**config.mk**
```make
export PLATFORM = sky130hd
export DESIGN_NAME = xor4_pc_fifo2
export DESIGN_NICKNAME = d
export VERILOG_FILES = /design/src/rtl/xor4_pc_pkg.sv /design/src/rtl/xor4_pc_fifo2.sv
export SDC_FILE = /design/constraint.sdc
export NUM_CORES = 1
export LEC_CHECK = 0
export BUFFER_PORTS_ARGS = -buffer_cell sky130_fd_sc_hd__buf_2
export CORE_MARGIN = 3
export CORE_UTILIZATION = 45
export CTS_CLUSTER_SIZE = 30
export DETAILED_ROUTE_END_ITERATION = 8
export PLACE_DENSITY = 0.8
export SYNTH_ARGS = -nofsm -noshare
export SYNTH_HDL_FRONTEND = slang
export SYNTH_SLANG_ARGS = --single-unit
```
**constraint.sdc**
```tcl
create_clock -name clk_i -period 1.2 [get_ports clk_i]
set_input_delay 0.24 -clock clk_i [delete_from_list [all_inputs] [get_ports clk_i]]
set_output_delay 0.24 -clock clk_i [all_outputs]
set_load 0.03 [all_outputs]
```
**src/rtl/xor4_pc_pkg.sv**
```systemverilog
// Shared types and constants for the 4-bit parity checker.
// Optional build macro XOR4_PC_DROP_EN is consumed by xor4_parity_checker.
package xor4_pc_pkg;

    localparam int unsigned DATA_W = 4;
    localparam int unsigned DEPTH  = 2;

    typedef struct packed {
        logic [DATA_W-1:0] d;
        logic              perr;
    } entry_t;

    // Largest value a w-bit saturating counter may hold.
    function automatic int unsigned sat_max(input int unsigned w);
        return (w >= 32) ? 32'hFFFF_FFFF : ((32'd1 << w) - 32'd1);
    endfunction

endpackage

```
**src/rtl/xor4_pc_fifo2.sv**
```systemverilog
// Two-entry valid/ready FIFO of entry_t with registered ready/valid flags.
// Slot 0 is always the head; slot 1 holds the second word when full.
module xor4_pc_fifo2
    import xor4_pc_pkg::*;
(
    input  logic   clk_i,
    input  logic   rst_ni,
    input  logic   in_valid_i,
    output logic   in_ready_o,
    input  entry_t in_data_i,
    output logic   out_valid_o,
    input  logic   out_ready_i,
    output entry_t out_data_o
);

    localparam logic [1:0] Full = 2'(DEPTH);

    logic [1:0] occ_q, occ_d;
    entry_t     slot0_q, slot0_d;
    entry_t     slot1_q, slot1_d;
    logic       ovld_q, ovld_d;
    logic       irdy_q, irdy_d;
    logic       push, pop;

    assign push = in_valid_i & irdy_q;
    assign pop  = ovld_q & out_ready_i;

    always_comb begin
        occ_d   = occ_q;
        slot0_d = slot0_q;
        slot1_d = slot1_q;
        unique case (occ_q)
            2'd0: begin
                if (push) begin
                    slot0_d = in_data_i;
                    occ_d   = 2'd1;
                end
            end
            2'd1: begin
                // Simultaneous push and pop replaces the head in place.
                if (push && pop) begin
                    slot0_d = in_data_i;
                end else if (push) begin
                    slot1_d = in_data_i;
                    occ_d   = 2'd2;
                end else if (pop) begin
                    occ_d = 2'd0;
                end
            end
            2'd2: begin
                if (pop) begin
                    slot0_d = slot1_q;
                    occ_d   = 2'd1;
                end
            end
            default: occ_d = 2'd0;
        endcase
        ovld_d = (occ_d != 2'd0);
        irdy_d = (occ_d != Full);
    end

    always_ff @(posedge clk_i) begin
        if (!rst_ni) begin
            occ_q   <= 2'd0;
            slot0_q <= '0;
            slot1_q <= '0;
            ovld_q  <= 1'b0;
            irdy_q  <= 1'b1;
        end else begin
            occ_q   <= occ_d;
            slot0_q <= slot0_d;
            slot1_q <= slot1_d;
            ovld_q  <= ovld_d;
            irdy_q  <= irdy_d;
        end
    end

    assign in_ready_o  = irdy_q;
    assign out_valid_o = ovld_q;
    assign out_data_o  = slot0_q;

endmodule

```
==> metrics.md, run 1 <==
| Metric | Value |
|---|---|
| Status | `finished, violations left` |
| Failing checks | `negative setup slack` |
| Share of post-route cells with drive strength above 1 | `0.4382` |
| Critical-path top delay cell | `dfxtp_2` |
| Worst r2r dst | `out_data_o[2]` |
| Die Ht | `44.35 um` |
| Max-slew headroom | `0.7636` |
| Syn_area_per_cell | `9.734 um2` |
| Core Rows | `13` |
| Combinational share of power | `0.287` |
| Number of global-route vias before repair | `between 600 and 700` |
| Required @ worst endpoint | `1.36 ns` |
| Peak VDD IR | `0.6813 mV` |
| Crit path cell chain | `and3b_2, a211oi_1, a211oi_1` |
| Switching power | `0.4003 mW` |
| Worst r2r src | `occ_q[1]` |
| Final WS setup | `-0.02247 ns` |
| Number of DRC markers in iteration 0 | `28` |
| Overall routed net length | `between 1.5 and 2 mm` |
| Die X | `44.35 um` |
| Crit path to | `out_data_o[2]` |
| DR WL/cell | `15.66 um` |
| GRT Util Overall | `0.1647` |
| Internal power | `0.8528 mW` |
| Starting density of the core | `0.4962` |
| Global placement routability congestion | `0.7867` |
| Clk Latency, worst-skew pair | `roughly 0.27 ns` |
| Least-Margin Pin Slew | `0.3542 ns` |
| Synthesized cell area | `661.9 um2` |
| Fin crit period | `around 1.2 ns` |
| Warning count from the yosys run | `0` |
| DRC Markers | `0` |
| CP startpoint kind | `register` |
| CP Class | `register to register` |
| ANT nets after route | `0` |
| Syn Nets | `between 70 and 80` |
| Worst Setup SP | `occ_q[1]` |
| Die area | `1967 um2` |
| # diodes | `0` |
| Leakage power | `0.3757 nW` |
| Drt pass-1 iters | `4` |
| Mapped Cells | `68` |
| Clock share of power | `0.273` |
| R2R Setup Slk | `-0.02 ns` |
| Area grow syn2layout | `28.17%` |
| Synth Register Bits | `14` |
| Final Cycle Share | `1.019` |
| Hold Path Depth | `2` |
| FF-to-FF path depth | `3` |
| Final Cell Area | `848.3 um2` |
| CTS max path bufs | `2` |
| Max FO, Critical Path | `7` |
| Nets | `99` |
| Slew Limit Fails | `0` |
| Pre-CTS setup slack | `-0.006797 ns` |
| Final-report setup violation count | `1` |
| Synth cell types | `23` |
| CTS tree | `built` |
| Clock transition at the registers of the reported paths | `0.09 ns` |
| Largest net degree at the start of global routing | `13` |
| Top delay family on crit path | `flip-flops` |
| Core footprint | `1334 um2` |
| CP endpoint kind | `register` |
| I/O pin count | `16` |
| Sum of negative setup slack | `-0.02247 ns` |
| Worst EP arrival | `between 1 and 1.5 ns` |
| Unrepaired setup endpoints after global routing | `true` |
| PwrDens | `roughly 1500 nW/um2` |
| Post-synthesis sequential area ratio | `0.4234` |
| Placed cell areas | `approximately 760 um2` |
| Most common cell after layout, fill and taps aside | `buf_2` |
| CP bufs+invs | `0` |
| Final hold viol count | `0` |
| CTS HTree Levels | `1` |
| Post-layout util | `0.6360` |
| PortBufs | `15` |
| Final setup skew | `~0.0010 ns` |
| Root Buffer | `clkbuf_4` |
| Antenna violations before repair | `0` |
| Crit path depth | `3` |
| Share of total power in sequential cells | `0.441` |
| Grt ovf | `0` |
| Fmax | `about 0.8 GHz` |
| Sw frac | `0.3195` |
| Via count | `630` |
| Max-Cap Viols | `0` |
| HP Class | `primary input to register` |
| Most frequent cells in the layout | `15 x buf_2, 10 x dfxtp_1, 7 x a211oi_1` |
| Inserted Clock Buffers | `3` |
| Slowest stage delay, CP | `0.42 ns` |
| Global-route wire length before repair | `2.456 mm` |
| Via/cell ratio | `6.058` |
| Crit-path most repeated cell | `a211oi_1` |
| Sink Count | `14` |
| DPL Wire Length | `about 1.1 mm` |
==> kinds of logic after synthesis <==
group,synth area share
simple gates,0.1512
compound gates,0.2911
buf+inv,0.05859
flops,0.4234
mux,0.07562
==> worst min path at each step <==
stage / startpoint / end / slack, ns
finish: rst_ni / in_ready_o / 0.17
global route: rst_ni / in_ready_o / 0.16
CTS: rst_ni / in_ready_o / 0.17
detailed placement: rst_ni / in_ready_o / 0.46
global placement: rst_ni / in_ready_o / 0.45
floorplan: rst_ni / in_ready_o / 0.31
==> metal layers <==
| layer | part of all wire | global-route usage |
|---|---|---|
| met2 | 0.50 | 0.2762 |
| met5 | 0 | 0 |
| met3 | 0.032 | 0.02846 |
| met1 | 0.44 | 0.2030 |
| met4 | 0.033 | 0.07831 |
==> power by group through the flow <==
stage / Combinational, mW / Sequential, mW / Clock (mW)
final: 0.359 / 0.552 / 0.342
after floorplan: 0.168 / 0.610 / 0
after CTS: 0.320 / 0.543 / 0.346
after global placement: 0.310 / 0.550 / 0
after global routing: 0.387 / 0.558 / 0.362
after detailed placement: 0.316 / 0.554 / 0
==> state kept, by name, summed over array words and instances, names as in the netlist <==
| name | count |
|---|---|
| out_data_o | 5 |
| slot1_q | 5 |
| occ_q | 2 |
| in_ready_o | 1 |
| out_valid_o | 1 |
==> synthesized netlist by cell type, drive strengths merged <==
cell type / instances / area (um2)
buf: 3 / 27.52
a21bo: 1 / 10.01
and4b: 1 / 11.26
a21boi: 1 / 18.77
and4: 1 / 8.760
o22ai: 1 / 12.51
dfxtp: 14 / 280.3
a211oi: 10 / 75.07
a21oi: 6 / 33.78
nand3b: 2 / 15.01
a21o: 1 / 7.510
nand2b: 1 / 6.260
nand3: 6 / 30.03
clkbuf: 1 / 3.750
and3: 1 / 6.260
and3b: 1 / 8.760
inv: 2 / 7.510
mux2i: 5 / 50.05
nand2: 2 / 7.510
o21ai: 7 / 35.03
nand4: 1 / 6.260
==> per-stage QoR <==
stage	instances	hold slack, ns	total power, mW
finish	104	0.1693	1.253
CTS	103	0.1659	1.209
floorplan	68	0.3118	0.7780
global route	104	0.1639	1.307
global placement	99	0.4466	0.8605
detailed placement	99	0.4565	0.8703
==> final cells by class <==
cell class	count	area (um2)
clock buffers	4	36.28
repair buffers	21	120.1
inverters	2	7.507
flip-flops and latches	14	285.3
multi-input cells	48	380.4
fillers	113	485.5
well taps	15	18.77
==> timing repair <==
| action | 4_1_cts | 5_1_grt |
|---|---|---|
| setup endpoints to repair | 2 | 12 |
| setup buffers | 0 | 1 |
| resized for setup | 1 | 9 |
| hold buffers | 0 | 0 |
| pin swaps | 0 | 0 |
Power figures use the tool's default switching activity.
==> run 2, diff against run 1 <==
Settings changed: PLACE_DENSITY 0.8 to 0.72.
==> run 2 against run 1 <==
Effect of this change: the run now ends clean; worst setup slack better by 0.047 ns; clock skew up 0.0031 ns; total power down 1.4%; routed wire length down 11%; register-to-register slack better by 0.05 ns; fmax up 4.0%; non-clock buffer count down 1; critical path depth up 1; first-iteration DRC count down 46%; cell count down 0.96%; combinational power down 1%; hold slack worse by 0.0046 ns; highest routed layer unchanged; critical path type unchanged.
==> metrics.md, run 2 (synthesis results as in run 1) <==
| Metric | Value |
|---|---|
| Most frequent cells in the layout | `15 x buf_2, 10 x dfxtp_1, 6 x a211oi_2, 6 x nand3_1, 6 x o21ai_0 (was 15 x buf_2, 10 x dfxtp_1, 7 x a211oi_1)` |
| Clock share of power | `0.272 (was 0.273)` |
| Starting density of the core | `0.4962 (unchanged)` |
| Least-Margin Pin Slew | `0.4164 ns (was 0.3542 ns)` |
| Internal power | `0.8440 mW (was 0.8528 mW)` |
| Final-report setup violation count | `0 (was 1)` |
| Overall routed net length | `1.442 mm (was 1.629 mm)` |
| GRT Util Overall | `0.1588 (was 0.1647)` |
| Root Buffer | `clkbuf_4 (unchanged)` |
| Register area | `285.3 um2 (unchanged)` |
| Slew Limit Fails | `0 (unchanged)` |
| Required @ worst endpoint | `1.39 ns (was 1.36 ns)` |
| # diodes | `0 (unchanged)` |
| Inserted Clock Buffers | `3 (unchanged)` |
| CTS HTree Levels | `1 (unchanged)` |
| Grt ovf | `0 (unchanged)` |
| Number of DRC markers in iteration 0 | `15 (was 28)` |
| Nets | `98 (was 99)` |
| Core Rows | `13 (unchanged)` |
| Number of global-route vias before repair | `531 (was 601)` |
| Clock transition at the registers of the reported paths | `0.09 ns (about the same)` |
| Worst r2r src | `occ_q[0] (was occ_q[1])` |
| CTS tree | `built (unchanged)` |
| Die Ht | `44.35 um (unchanged)` |
| Core footprint | `1334 um2 (unchanged)` |
| Most common cell after layout, fill and taps aside | `buf_2 (unchanged)` |
| Power Total | `1.236 mW (was 1.253 mW)` |
| Via count | `601 (was 630)` |
| Largest net degree at the start of global routing | `13 (unchanged)` |
| CP Class | `register to register (unchanged)` |
| Die area | `1967 um2 (unchanged)` |
| Final WS setup | `0.02472 ns (was -0.02247 ns)` |
| Global placement routability congestion | `0.7506 (was 0.7867)` |
| Max-Cap Viols | `0 (unchanged)` |
| Non-filler cells, final | `103 (was 104)` |
| Area grow syn2layout | `27.60% (was 28.17%)` |
| Leakage power | `0.3699 nW (was 0.3757 nW)` |
| DR WL/cell | `14.00 um (was 15.66 um)` |
| Share of total power in sequential cells | `0.441 (about the same)` |
| Final hold viol count | `0 (unchanged)` |
| Placed cell areas | `764.5 um2 (unchanged)` |
| Global-route wire length before repair | `2.290 mm (was 2.456 mm)` |
| CP endpoint kind | `register (unchanged)` |
| Worst Setup SP | `occ_q[0] (was occ_q[1])` |
| CP startpoint kind | `register (unchanged)` |
| Placed Cells | `99 (unchanged)` |
| Fin crit period | `1.175 ns (was 1.222 ns)` |
| DRC Markers | `0 (unchanged)` |
| Sw frac | `0.3170 (was 0.3195)` |
| Via/cell ratio | `5.835 (was 6.058)` |
| PortBufs | `15 (unchanged)` |
| Worst EP arrival | `1.37 ns (was 1.38 ns)` |
| Fmax | `0.8509 GHz (was 0.8180 GHz)` |
| Status | `completed (was finished, violations left)` |
| Fill count | `122 (was 113)` |
| Multi-input logic area | `384.1 um2 (was 380.4 um2)` |
| FF-to-FF path depth | `4 (was 3)` |
| Share of post-route cells with drive strength above 1 | `0.4659 (was 0.4382)` |
| I/O pin count | `16 (unchanged)` |
| Peak VDD IR | `0.8106 mV (was 0.6813 mV)` |
| R2R Setup Slk | `0.02 ns (was -0.02 ns)` |
| ANT nets after route | `0 (unchanged)` |
| Unrepaired setup endpoints after global routing | `true (unchanged)` |
| Pre-CTS setup slack | `-0.03036 ns (was -0.006797 ns)` |
| Clk Latency, worst-skew pair | `0.28 ns (was 0.27 ns)` |
| Combinational share of power | `0.287 (about the same)` |
| Max-slew headroom | `0.7221 (was 0.7636)` |
| Final Cell Area | `844.6 um2 (was 848.3 um2)` |
| DPL Wire Length | `1.062 mm (was 1.067 mm)` |
| Worst r2r dst | `out_data_o[3] (was out_data_o[2])` |
| Crit path to | `out_data_o[3] (was out_data_o[2])` |
| PwrDens | `1463 nW/um2 (was 1477 nW/um2)` |
| Max FO, Critical Path | `5 (was 7)` |
| CTS max path bufs | `2 (unchanged)` |
| Final setup skew | `0.004116 ns (was 0.001048 ns)` |
| HP Class | `primary input to register (unchanged)` |
| Drt pass-1 iters | `4 (unchanged)` |
| Antenna violations before repair | `0 (unchanged)` |
| Final Cycle Share | `0.9794 (was 1.019)` |
| Sink Count | `14 (unchanged)` |
| Die X | `44.35 um (unchanged)` |
| Switching power | `0.3917 mW (was 0.4003 mW)` |
==> run 2: worst min-delay path by stage <==
stage | from | end | slack [ns] | cells past startpoint
6_report | rst_ni | in_ready_o | 0.16 | 2
5_1_grt | rst_ni | in_ready_o | 0.17 | 2
4_1_cts | rst_ni | in_ready_o | 0.16 | 2
3_5_place_dp | rst_ni | in_ready_o | 0.45 | 2
3_3_place_gp | rst_ni | in_ready_o | 0.45 | 2
2_1_floorplan | rst_ni | in_ready_o | 0.31 | 1
==> run 2: per-stage QoR <==
| stage | hold slack, ns | utilization | TNS (ns) |
|---|---|---|---|
| final | 0.1647 | 0.6332 | 0 |
| after global routing | 0.1658 | 0.6332 | -0.1597 |
| after CTS | 0.1610 | 0.6013 | 0 |
| after detailed placement | 0.4519 | 0.5732 | -0.05595 |
| after global placement | 0.4469 | 0.5732 | 0 |
| after floorplan | 0.3118 | - | 0 |
==> run 2: layer usage <==
metal	up-vias	GRT usage	share of wire
li1	302	-	-
met1	284	0.2231	0.50
met2	13	0.2384	0.44
met3	2	0.03659	0.048
met4	0	0.05422	0.0069
met5	-	0	0
==> run 2: power groups by stage <==
stage	Sequential, mW	Combinational [mW]	Clock [mW]
after floorplan	0.610	0.168	0
after global placement	0.549	0.314	0
after detailed placement	0.551	0.316	0
after CTS	0.540	0.319	0.346
after global routing	0.552	0.385	0.363
final	0.545	0.354	0.336
==> run 2: area by class of cell <==
cell class / count / share of cell area
tap: 15 / 0.02222
inverter: 2 / 0.008889
multi-input combinational: 48 / 0.4548
clock buffer: 4 / 0.04296
timing repair buffer: 20 / 0.1333
sequential: 14 / 0.3378
==> run 2: critical path, stage by stage, from the launching register on <==
cell,delay [ns]
dfxtp_2,0.33
buf_4,0.14
and4b_2,0.37
a211oi_1,0.06
a211oi_1,0.19
==> run 2: what timing repair did <==
action	in CTS	in global routing
buffers inserted	0	0
resized for setup	1	11
cloned	0	0
pin swaps	0	5
endpoints found under the setup margin	4	7
hold buffers	0	0
